File: src/rtl/axis_fifo.sv
// First-word-fall-through valid/ready stream FIFO with an optional occupancy output.
// The AXIS_FIFO_COUNT_EN macro adds the ocount port (occupancy 0..DEPTH).
module axis_fifo #(
   parameter int WIDTH      = 8,
   parameter int DEPTH_LOG2 = 4
) (
   input  logic                  clock,
   input  logic                  resetn,
   input  logic [WIDTH-1:0]      idata,
   input  logic                  ivalid,
   output logic                  iready,
   output logic [WIDTH-1:0]      odata,
   output logic                  ovalid,
   input  logic                  oready
`ifdef AXIS_FIFO_COUNT_EN
   ,
   output logic [DEPTH_LOG2:0]   ocount
`endif
);

   localparam int DEPTH = 1 << DEPTH_LOG2;
   localparam int PW    = DEPTH_LOG2 + 1;

   logic [WIDTH-1:0] mem [DEPTH];

   logic [PW-1:0] wptr_reg;
   logic [PW-1:0] rptr_reg;
   logic [PW-1:0] wptr_next;
   logic [PW-1:0] rptr_next;
   logic          iready_reg;
   logic          full_next;
   logic          empty;
   logic          push;
   logic          pop;

   assign empty  = (wptr_reg == rptr_reg);
   assign ovalid = !empty;
   assign iready = iready_reg;
   assign push   = ivalid & iready_reg;
   assign pop    = ovalid & oready;

   assign wptr_next = wptr_reg + {{(PW-1){1'b0}}, push};
   assign rptr_next = rptr_reg + {{(PW-1){1'b0}}, pop};

   // Full when the index bits match but the wrap flags differ.
   assign full_next = (wptr_next[DEPTH_LOG2-1:0] == rptr_next[DEPTH_LOG2-1:0]) &&
                      (wptr_next[DEPTH_LOG2] != rptr_next[DEPTH_LOG2]);

   always_ff @(posedge clock or negedge resetn) begin
      if (!resetn) begin
         wptr_reg   <= '0;
         rptr_reg   <= '0;
         iready_reg <= 1'b0;
      end else begin
         wptr_reg   <= wptr_next;
         rptr_reg   <= rptr_next;
         iready_reg <= !full_next;
      end
   end

   always_ff @(posedge clock) begin
      if (push) begin
         mem[wptr_reg[DEPTH_LOG2-1:0]] <= idata;
      end
   end

   // Head word falls through without a read request.
   assign odata = mem[rptr_reg[DEPTH_LOG2-1:0]];

`ifdef AXIS_FIFO_COUNT_EN
   assign ocount = wptr_reg - rptr_reg;
`endif

endmodule
File: config.mk
export PLATFORM = sky130hd
export DESIGN_NAME = axis_fifo
export DESIGN_NICKNAME = d
export VERILOG_FILES = /design/src/rtl/axis_fifo.sv
export SDC_FILE = /design/constraint.sdc
export NUM_CORES = 1
export LEC_CHECK = 0
export ABC_AREA = 1
export ABC_CLOCK_PERIOD_IN_PS = 2500
export BUFFER_PORTS_ARGS = -buffer_cell sky130_fd_sc_hd__buf_2
export CORE_MARGIN = 2
export CORE_UTILIZATION = 62
export DETAILED_ROUTE_END_ITERATION = 12
export PLACE_DENSITY = 0.8
export SYNTH_ARGS = -nofsm -noshare
export SYNTH_HDL_FRONTEND = slang
export SYNTH_SLANG_ARGS = --single-unit
File: constraint.sdc
create_clock -name clock -period 2.5 [get_ports clock]
set_input_delay 0.125 -clock clock [delete_from_list [all_inputs] [get_ports clock]]
set_output_delay 0.125 -clock clock [all_outputs]
set_load 0.01 [all_outputs]
==> impl_metrics.toml <==
[run_status]
status = "finished clean"

[worst_setup_path]
critPathCaptureType = "output port"
rr_startpoint = "wptr_reg[2]"
endpoint = "odata[2]"
worst_ep_arrival_time_ps = 2240
critPathKind = "reg -> out"
path_cells = "inv_2 -> clkbuf_8 -> nand2_1 -> nand3_1 -> nand2_1 -> nand2_1 -> nand2_1 -> inv_1 -> nand2_1 -> buf_2"
cp_slowest_cell = "dfrtp_2"
start_kind = "register"
critPathMaxFanout = 64
rrSetupSlack_ps = 390
slowest_delay_ps = 440
crit_start = "rptr_reg[0]"
crit_family = "buffers and inverters"
required_ps = 2380
worst-r2r-cell-count = 12
cp.depth = 10
r2r_end = "iready"
crit_path_frequent_cell = "nand2_1"
critPathBufInv = 4

[sta]
tightest_slew_ps = 752
rsz0062_at_grt = "no"
setup_viol = 0
final_max_slew_viol_count = 0
fmax_mhz = 423
min_period_over_period_pct = 94.6
fin_crit_ps = 2370
hold_violations = 0
final.setup_skew_ps = 5.17
tns_ps = 0
relSlewSlack_pct = 49.7

[logic_synthesis]
syn_nets = 660
synth.most_common_cell = "nand2_1"
ys_seq_area_share_pct = 66.0
synth_seq_cells = 139
syn_area_per_cell_um2 = 9.69
ys_async_sr_fraction_pct = 7.91
synth_commonest_cells = "nand2_1 (258), edfxtp_1 (128), inv_1 (102), nand3_1 (74), nor2_1 (27)"
synth_edf_count = 128
synth_flop_cell = "edfxtp_1"
ys_types = 18
netlist_area_um2 = 6240
postSynthCellCount = 644
synth_warnings = 0
synth_top_area_share_pct = 61.6
synth_largest_area_cell = "edfxtp_1"
synthTopCellsByArea = "edfxtp_1 (62%), nand2_1 (16%), inv_1 (6.1%), nand3_1 (5.9%), dfrtp_1 (4.4%)"

[global_routing]
grt_start_max_net_pins = 65
overflow = 0
grtUsageTotal_pct = 26.3
grt_first_pass_wirelength_um = 21400
antenna_found_initial = 0
grt_pass1_vias = 4220

[power]
p_int_w = 0.00554
power_frac_clock_pct = 31.2
p_switching_w = 0.00312
swShare_pct = 36.0
power_density_nw_per_um2 = 1210
pwr-share-seq_pct = 34.9
peakVddDrop_uv = 846
leakagePower_nw = 3.24
combPwrFrac_pct = 33.8

[die]
die-width_um = 104
dieArea_um2 = 10900
dieHeight_um = 104
ios = 22
initial_core_util_pct = 63.8
rows = 36
coreArea_um2 = 9770

[finish]
nets = 695
instances_no_fill = 825
syn_to_final_growth_pct = 15.1
largest_reg_flops = 128
num-fill-cells = 647
drive_gt1_share_pct = 10.7
n_antenna_cell = 0

[cts]
cts-root-buf = "clkbuf_8"
clk_path_buf_depth = 2
cts_tree = "built"
cts_buffers = 17
clock_sinks = 139
clock_latency_ps = 520
clk_pin_slew_ps = 60
cts_htree_levels = 4
post-cts-setup-buffer-count = 0

[detailed_routing]
drtPass1Iterations = 5
ant_nets = 0
via_per_inst = 5.33
wirelength_um = 13500
drtIter0Drc = 422
num_vias = 4395
drcViolationCount = 0
wire_per_inst_um = 16.4

[worst_hold_path]
hold_depth = 1
hold_path.class = "in -> reg"

[place]
placed_cells = 789
gp_congestion = 0.868
io_buffers = 21
dp_hpwl_um = 7840

[flow_run]
drv_cap = 0
## metal layers
metal / global-route usage, % / share of wire, % / vias to the layer above
met4: 11.6 / 2.4 / 0
met1: 33.8 / 39 / 2037
met5: 0 / 0 / -
met2: 43.2 / 50 / 223
met3: 5.64 / 8.7 / 27
li1: - / - / 2108
## worst min-delay path by stage
| stage | startpoint | to |
|---|---|---|
| after CTS | idata[5] | mem[13][5] |
| after floorplan | resetn | iready |
| after detailed placement | resetn | iready |
| final | idata[2] | mem[3][2] |
| after global placement | resetn | iready |
| after global routing | idata[7] | mem[6][7] |
## cell usage in the layout, fill, tap and decap left out, types with 5 or more instances in the layout
cell         n
buf_2       21
clkbuf_8     5
nand4_1      5
buf_4       14
inv_1      102
nand3_1     74
clkbuf_16   16
edfxtp_1   128
bufinv_16    5
nand2_1    258
nor2_1      27
dfrtp_1     10
## cell families after synthesis
family                     count (synthesis)  synth area share [%]
buffers and inverters                    131                  8.83
DFF                                      139                  66.0
and+or+nand+nor                          366                  23.8
AOI/OAI and AO/OA                          1                 0.120
xor gates and xnor gates                   3                 0.421
adders and majority gates                  4                 0.802
## layout make-up
type / instances / area [um2] / area share, %
Clock buffer: 21 / 459 / 6.40
Clock inverter: 11 / 191 / 2.67
Tap cell: 133 / 166 / 2.32
Inverter: 106 / 398 / 5.54
Sequential cell: 139 / 4120 / 57.4
Timing Repair Buffer: 41 / 275 / 3.83
Multi-Input combinational cell: 374 / 1570 / 21.8
## through the flow
stage	util [%]	setup WS, ps	total power (W)	hold WS (ps)	area (um2)
floorplan	-	454	0.00511	-171	6240
global placement	66.3	513	0.00577	3.88	6480
detailed placement	66.3	437	0.00589	9.93	6480
CTS	73.4	35.8	0.00862	3.86	7170
global route	73.4	6.14	0.00912	5.94	7180
finish	73.4	135	0.00865	23.2	7180
## power by group through the flow
stage	Sequential, W	Clock, W	Combinational, W
floorplan	0.00298	0	0.00213
global placement	0.00304	0	0.00274
detailed placement	0.00306	0	0.00283
CTS	0.00302	0.00271	0.00289
global route	0.00305	0.00282	0.00325
finish	0.00302	0.00270	0.00293
## what timing repair did
action                                 4_1_cts  5_1_grt
resized for setup                            1        2
endpoints found under the hold margin       21        0
setup endpoints to repair                    2        8
hold buffers                                 4        0
No activity file was read; power rests on OpenSTA's default activity.
